### src/rtl/hv_param.svh
// Shared defaults and encodings for the HV PWM message scheduler.
// Included only by hv_pwm_msg_sched_pkg so every user sees one copy through the package.
localparam int unsigned HV_EXT_CYC_DEF = 8;
localparam int unsigned HV_GAP_CYC_DEF = 4;
localparam int unsigned HV_PAT_W       = 6;
localparam int unsigned HV_IDX_W       = 3;

typedef enum logic [1:0] {
    StIdle,
    StSend,
    StGap
} hv_state_e;

typedef enum logic [1:0] {
    FrIntb1,
    FrIntb0,
    FrFlt
} hv_frame_e;

### src/rtl/hv_pwm_msg_sched_pkg.sv
// Package for the HV PWM message scheduler: shared encodings plus frame pattern helpers.
package hv_pwm_msg_sched_pkg;

`include "hv_param.svh"

    // Symbol pattern, first symbol in the MSB, left-aligned.
    function automatic logic [HV_PAT_W-1:0] hv_pattern(input hv_frame_e ft,
                                                       input logic [2:0] code);
        logic [HV_PAT_W-1:0] pat;
        case (ft)
            FrIntb1: pat = 6'b101000;
            FrIntb0: pat = 6'b100000;
            FrFlt:   pat = {2'b10, code, ^code};
            default: pat = 6'b100000;
        endcase
        return pat;
    endfunction

    function automatic logic [HV_IDX_W-1:0] hv_len(input hv_frame_e ft);
        logic [HV_IDX_W-1:0] len;
        case (ft)
            FrIntb1: len = 3'd3;
            FrIntb0: len = 3'd1;
            FrFlt:   len = 3'd6;
            default: len = 3'd1;
        endcase
        return len;
    endfunction

endpackage

### src/rtl/hv_pwm_msg_sched_sym.sv
// Symbol serializer: shifts a loaded pattern out MSB first, each symbol held EXT_CYC_NUM cycles.
// o_done is high during the final cycle of the final symbol.
module hv_pwm_sym_ser
    import hv_pwm_msg_sched_pkg::*;
#(
    parameter int unsigned EXT_CYC_NUM = HV_EXT_CYC_DEF,
    parameter int unsigned CNT_W       = 4
) (
    input  logic                i_clk,
    input  logic                i_rst_n,
    input  logic                i_load,
    input  logic [HV_PAT_W-1:0] i_pat,
    input  logic [HV_IDX_W-1:0] i_len,
    output logic                o_sym,
    output logic                o_done
);

    logic [HV_PAT_W-1:0] sh_q, sh_d;
    logic [CNT_W-1:0]    hold_q, hold_d;
    logic [HV_IDX_W-1:0] idx_q, idx_d;
    logic [HV_IDX_W-1:0] last_q, last_d;
    logic                active_q, active_d;
    logic                hold_end;
    logic                last_sym;

    assign hold_end = (hold_q == CNT_W'(EXT_CYC_NUM - 1));
    assign last_sym = (idx_q == last_q);
    assign o_done   = active_q && hold_end && last_sym;
    assign o_sym    = sh_q[HV_PAT_W-1];

    always_comb begin
        sh_d     = sh_q;
        hold_d   = hold_q;
        idx_d    = idx_q;
        last_d   = last_q;
        active_d = active_q;
        if (i_load) begin
            sh_d     = i_pat;
            hold_d   = '0;
            idx_d    = '0;
            last_d   = i_len - HV_IDX_W'(1);
            active_d = 1'b1;
        end else if (active_q) begin
            if (hold_end) begin
                hold_d = '0;
                if (last_sym) begin
                    active_d = 1'b0;
                end else begin
                    idx_d = idx_q + HV_IDX_W'(1);
                    sh_d  = {sh_q[HV_PAT_W-2:0], 1'b0};
                end
            end else begin
                hold_d = hold_q + CNT_W'(1);
            end
        end
    end

    always_ff @(posedge i_clk or negedge i_rst_n) begin
        if (!i_rst_n) begin
            sh_q     <= '0;
            hold_q   <= '0;
            idx_q    <= '0;
            last_q   <= '0;
            active_q <= 1'b0;
        end else begin
            sh_q     <= sh_d;
            hold_q   <= hold_d;
            idx_q    <= idx_d;
            last_q   <= last_d;
            active_q <= active_d;
        end
    end

endmodule

### src/rtl/hv_pwm_msg_sched.sv
// HV PWM message scheduler: arbitrates INTB / fault / watchdog frames and overlays them on the
// live PWM gate wave, which is passed through whenever no frame is being sent.
module hv_pwm_msg_sched
    import hv_pwm_msg_sched_pkg::*;
#(
    parameter int unsigned EXT_CYC_NUM = HV_EXT_CYC_DEF,
    parameter int unsigned GAP_CYC_NUM = HV_GAP_CYC_DEF
) (
    input  logic       i_clk,
    input  logic       i_rst_n,
    input  logic       i_hv_pwm_gwave,
    input  logic       i_intb_req,
    input  logic       i_intb_lvl,
    input  logic       i_wdg_req,
    input  logic       i_flt_req,
    input  logic [2:0] i_flt_code,
    output logic       o_hv_pwm_tx,
    output logic       o_busy,
    output logic       o_flt_ack,
    output logic       o_flt_ovr
);

    localparam int unsigned CNT_MAX = (EXT_CYC_NUM > GAP_CYC_NUM) ? EXT_CYC_NUM : GAP_CYC_NUM;
    localparam int unsigned CNT_W   = $clog2(CNT_MAX + 1);

    hv_state_e           state_q, state_d;
    hv_frame_e           ftype_q, ftype_d;
    logic                intb_pend_q, intb_pend_d;
    logic                flt_pend_q, flt_pend_d;
    logic                wdg_pend_q, wdg_pend_d;
    logic                last_lvl_q;
    logic [2:0]          flt_code_q;
    logic                g_lock_q, g_lock_d;
    logic [CNT_W-1:0]    gap_q, gap_d;
    logic                tx_q, tx_d;
    logic                ovr_q;
    logic                grant_intb, grant_flt, grant_wdg;
    logic                ser_load, ser_sym, ser_done;
    logic [HV_PAT_W-1:0] ser_pat;
    logic [HV_IDX_W-1:0] ser_len;

    always_comb begin
        state_d    = state_q;
        ftype_d    = ftype_q;
        g_lock_d   = g_lock_q;
        gap_d      = gap_q;
        tx_d       = i_hv_pwm_gwave;
        ser_load   = 1'b0;
        grant_intb = 1'b0;
        grant_flt  = 1'b0;
        grant_wdg  = 1'b0;
        unique case (state_q)
            StIdle: begin
                // Watchdog resends the last INTB level, so it shares the INTB patterns.
                if (intb_pend_q) begin
                    grant_intb = 1'b1;
                    ftype_d    = last_lvl_q ? FrIntb1 : FrIntb0;
                end else if (flt_pend_q) begin
                    grant_flt = 1'b1;
                    ftype_d   = FrFlt;
                end else if (wdg_pend_q) begin
                    grant_wdg = 1'b1;
                    ftype_d   = last_lvl_q ? FrIntb1 : FrIntb0;
                end
                if (intb_pend_q || flt_pend_q || wdg_pend_q) begin
                    state_d  = StSend;
                    ser_load = 1'b1;
                    g_lock_d = i_hv_pwm_gwave;
                end
            end
            StSend: begin
                tx_d = g_lock_q ^ ser_sym;
                if (ser_done) begin
                    state_d = StGap;
                    gap_d   = '0;
                end
            end
            StGap: begin
                if (gap_q == CNT_W'(GAP_CYC_NUM - 1)) begin
                    state_d = StIdle;
                    gap_d   = '0;
                end else begin
                    gap_d = gap_q + CNT_W'(1);
                end
            end
            default: begin
                state_d = StIdle;
            end
        endcase
    end

    // A request coinciding with its own grant keeps the flag set.
    assign intb_pend_d = (intb_pend_q & ~grant_intb) | i_intb_req;
    assign flt_pend_d  = (flt_pend_q & ~grant_flt) | i_flt_req;
    assign wdg_pend_d  = (wdg_pend_q & ~grant_wdg) | i_wdg_req;

    assign ser_pat = hv_pattern(ftype_d, flt_code_q);
    assign ser_len = hv_len(ftype_d);

    hv_pwm_sym_ser #(
        .EXT_CYC_NUM (EXT_CYC_NUM),
        .CNT_W       (CNT_W)
    ) u_sym_ser (
        .i_clk   (i_clk),
        .i_rst_n (i_rst_n),
        .i_load  (ser_load),
        .i_pat   (ser_pat),
        .i_len   (ser_len),
        .o_sym   (ser_sym),
        .o_done  (ser_done)
    );

    always_ff @(posedge i_clk or negedge i_rst_n) begin
        if (!i_rst_n) begin
            state_q     <= StIdle;
            ftype_q     <= FrIntb1;
            intb_pend_q <= 1'b0;
            flt_pend_q  <= 1'b0;
            wdg_pend_q  <= 1'b0;
            last_lvl_q  <= 1'b1;
            flt_code_q  <= 3'b000;
            g_lock_q    <= 1'b0;
            gap_q       <= '0;
            tx_q        <= 1'b0;
            ovr_q       <= 1'b0;
        end else begin
            state_q     <= state_d;
            ftype_q     <= ftype_d;
            intb_pend_q <= intb_pend_d;
            flt_pend_q  <= flt_pend_d;
            wdg_pend_q  <= wdg_pend_d;
            g_lock_q    <= g_lock_d;
            gap_q       <= gap_d;
            tx_q        <= tx_d;
            ovr_q       <= i_flt_req & flt_pend_q;
            if (i_intb_req) begin
                last_lvl_q <= i_intb_lvl;
            end
            if (i_flt_req) begin
                flt_code_q <= i_flt_code;
            end
        end
    end

    assign o_hv_pwm_tx = tx_q;
    assign o_busy      = (state_q != StIdle);
    assign o_flt_ack   = (state_q == StSend) && ser_done && (ftype_q == FrFlt);
    assign o_flt_ovr   = ovr_q;

endmodule

### config.mk
export PLATFORM = sky130hd
export DESIGN_NAME = hv_pwm_msg_sched
export DESIGN_NICKNAME = d
export VERILOG_FILES = /design/src/rtl/hv_pwm_msg_sched_pkg.sv /design/src/rtl/hv_pwm_msg_sched_sym.sv /design/src/rtl/hv_pwm_msg_sched.sv
export VERILOG_INCLUDE_DIRS = /design/src /design/src/rtl
export SDC_FILE = /design/constraint.sdc
export NUM_CORES = 1
export LEC_CHECK = 0
export CORE_MARGIN = 2
export CORE_UTILIZATION = 39
export DETAILED_ROUTE_END_ITERATION = 6
export PLACE_DENSITY_LB_ADDON = 0.08
export SLEW_MARGIN = 5
export SYNTH_ARGS = -nofsm -noshare
export SYNTH_HDL_FRONTEND = slang
export SYNTH_SLANG_ARGS = --single-unit
export TNS_END_PERCENT = 30
### constraint.sdc
create_clock -name i_clk -period 1.4 [get_ports i_clk]
set_input_delay 0.14 -clock i_clk [delete_from_list [all_inputs] [get_ports i_clk]]
set_output_delay 0.14 -clock i_clk [all_outputs]
set_load 0.01 [all_outputs]
==> metrics.csv <==
metric,value,unit
max_slew_margin,84.0,%
clock_latency,0.29,ns
power,4.38,mW
root_buffer,clkbuf_8,
cts_made_buffers,5,
grt_pass1_vias,1447,
fp-row-count,23,
grt.total_usage,16.4,%
grt.met2_usage,25.9,%
final_antenna_net_count,0,
finClkSkew,0.00491,ns
die_width,69.8,µm
grt_setup_unrepaired,true,
crit_type,register to register,
intPower,2.87,mW
synth_ff_type,dfrtp_1,
crit_arrival,1.85,ns
power_frac_seq,34.0,%
portBuffers,13,
ys_types,46,
dp_hpwl,2.65,mm
hold_buffers,0,
grt_pass1_wl,6.32,mm
grt_busiest_layer,met2,
drtIter0Drc,71,
cp_cell_sequence,"ha_2, nand4b_1, buf_4, buf_6, o21ai_4, mux2_4",
finalHoldViolCount,0,
fmax,596,MHz
fin_crit,1.68,ns
vdd_ir_drop_max,0.914,mV
seq_area_frac_synth,50.4,%
comb_power_share,46.7,%
antenna_found_initial,0,
tritoncts,yes,
area_growth,42.1,%
crit_slowest_cell,dfrtp_1,
cts_buffer_depth,2,
final_nets,234,
timing.final.ws_setup,-0.277,ns
use_met3,4.51,%
cp-end-kind,register,
worst-slew-pin-transition,0.239,ns
gp_congestion,0.755,
hp-class,primary input to asynchronous set/reset pin,
critPathRequiredTime,1.58,ns
synthesis.nets,176,
clk_pin_slew,0.07,ns
via_count,1448,
diodes,0,
syn_area_per_cell,10.4,µm²
reg2reg_from,u_sym_ser.hold_q[1],
p_leak,1.03,nW
cp_max_fo,6,
setup-violations-final,11,
vias_per_cell,5.32,
clockPowerShare,19.4,%
switchingPower,1.50,mW
ys_ff_latch,34,
syn_inst,163,
clock-sinks,34,
drive_gt1_share,35.6,%
fin_crit_sh,120,%
cts-htree-levels,2,
failed_checks,setup timing,
netlist_area,0.00169,mm²
fp.dieH,69.8,µm
drc,0,
critPathLaunchType,register,
synth_edf_count,0,
finalMaxSlewViolations,0,
drt-total-wl,3.77,mm
io_pins,14,
maxCapViolCount,0,
final_util,58.7,%
grtUsageMet1,20.4,%
initial_core_util,41.3,%
dpl_worst_slack,-0.370,ns
layout_commonest_cell,buf_4,
core,0.00409,mm²
crit_start,u_sym_ser.hold_q[1],
fp.dieArea,0.00487,mm²
globalRouteOverflowTotal,0,
final_cell_mix,"buf_4, dfrtp_1, nand2_1",
routedWlPerCell,13.9,µm
synthArstFlopShare,100,%
status,finished with violations,
yosys_warnings,0,
power_density,1820,mW/mm²
dr.pass1.iters,4,
cpPeakStageDelay,0.35,ns
p_sw_share,34.3,%
grt_max_degree,35,
timing.hold.ws,0.218,ns
==> synthesized netlist by cell type, types with 2 or more instances <==
| library cell | n | area share (%) |
|---|---|---|
| a21o_1 | 3 | 1.3 |
| a21oi_1 | 6 | 1.8 |
| a2bb2oi_1 | 3 | 1.6 |
| a31oi_1 | 2 | 0.74 |
| a32oi_1 | 2 | 1.0 |
| buf_2 | 4 | 1.2 |
| dfrtp_1 | 33 | 49 |
| ha_1 | 3 | 2.2 |
| inv_1 | 3 | 0.67 |
| mux2_2 | 3 | 2.0 |
| mux2i_1 | 2 | 1.2 |
| nand2_1 | 19 | 4.2 |
| nand2b_1 | 7 | 2.6 |
| nand3_1 | 5 | 1.5 |
| nor2_1 | 8 | 1.8 |
| nor2b_1 | 3 | 1.1 |
| nor3_1 | 4 | 1.2 |
| nor3_2 | 2 | 1.2 |
| o21ai_0 | 13 | 3.9 |
| o21ai_2 | 2 | 1.0 |
| o221ai_1 | 2 | 1.0 |
| o22ai_1 | 2 | 0.74 |
| o31ai_1 | 3 | 1.3 |
| or3_1 | 4 | 1.5 |
| xnor2_1 | 4 | 2.1 |
==> area by class of cell <==
cell class | count | area (µm²)
inverters | 4 | 17.5
well taps | 50 | 62.6
repair buffers | 57 | 482
multi-input cells | 119 | 876
clock buffers | 8 | 110
flip-flops and latches | 34 | 852
fillers | 350 | 1690
==> metal layers <==
layer	wire length [µm]	part of all wire [%]	vias up
met5	0	0	-
met4	73	1.9	0
met3	197	5.2	8
met2	1820	48	46
met1	1680	44	690
li1	-	-	704
==> path summary, 6_finish.rpt <==
| check | cells past startpoint | endpoint | slack [ns] |
|---|---|---|---|
| max in group asynchronous | 2 | last_lvl_q | 0.94 |
| worst max register to register | 6 | u_sym_ser.sh_q[3] | -0.28 |
| worst min-delay path | 2 | state_q[1] | 0.22 |
| worst min register to register | 2 | g_lock_q | 0.50 |
| worst max-delay path | 6 | u_sym_ser.sh_q[3] | -0.28 |
| min in group i_clk | 3 | last_lvl_q | 0.38 |
==> power by group through the flow <==
stage	clock [mW]	sequential, mW	combinational, mW
after floorplan	0	1.47	0.914
after global placement	0	1.46	1.72
after detailed placement	0	1.48	1.75
after CTS	0.868	1.47	1.82
after global routing	0.924	1.52	2.23
final	0.847	1.49	2.04
==> critical path, delay by kind of cell, from the launching register on <==
kind                     cells  cell delay, ns
flip-flops                   1            0.35
buffers and inverters        2            0.35
multiplexers                 1            0.31
AND/OR/NAND/NOR              1            0.21
adder cells (fa/ha/maj)      1            0.18
AO/OA/AOI/OAI                1            0.15
==> through the flow <==
step	TNS, ns	std cells	instance area (µm²)
floorplan	-0.0909	163	1690
global placement	-1.06	258	2150
detailed placement	-1.28	258	2150
CTS	-1.22	268	2280
global route	-2.50	272	2400
finish	-2.00	272	2400
==> logic make-up (layout without fill, tap and decap cells) <==
logic type / Yosys count / in the layout / synth area share [%]
AND/OR/NAND/NOR: 63 / 63 / 21.3
AO/OA/AOI/OAI: 42 / 42 / 16.9
flip-flops: 34 / 34 / 50.4
buffers and inverters: 10 / 69 / 2.74
multiplexers: 6 / 6 / 3.85
XOR/XNOR: 5 / 5 / 2.59
adder cells (fa/ha/maj): 3 / 3 / 2.22
==> state kept, by name, indices dropped and copies added, names as in the netlist <==
signal / cells
last_lvl_q: 1
o_flt_ovr: 1
gap_q: 4
u_sym_ser.last_q: 2
u_sym_ser.active_q: 1
state_q: 2
ftype_q: 2
flt_pend_q: 1
u_sym_ser.sh_q: 6
intb_pend_q: 1
u_sym_ser.hold_q: 4
flt_code_q: 3
wdg_pend_q: 1
u_sym_ser.idx_q: 3
o_hv_pwm_tx: 1
g_lock_q: 1
==> repair_timing <==
| item | 4_1_cts | 5_1_grt |
|---|---|---|
| endpoints found under the setup margin | 10 | 14 |
| resized for setup | 13 | 20 |
| gates cloned | 0 | 0 |
| pin swaps | 5 | 6 |
| setup buffers | 2 | 4 |
(Power assumes the default switching activity.)
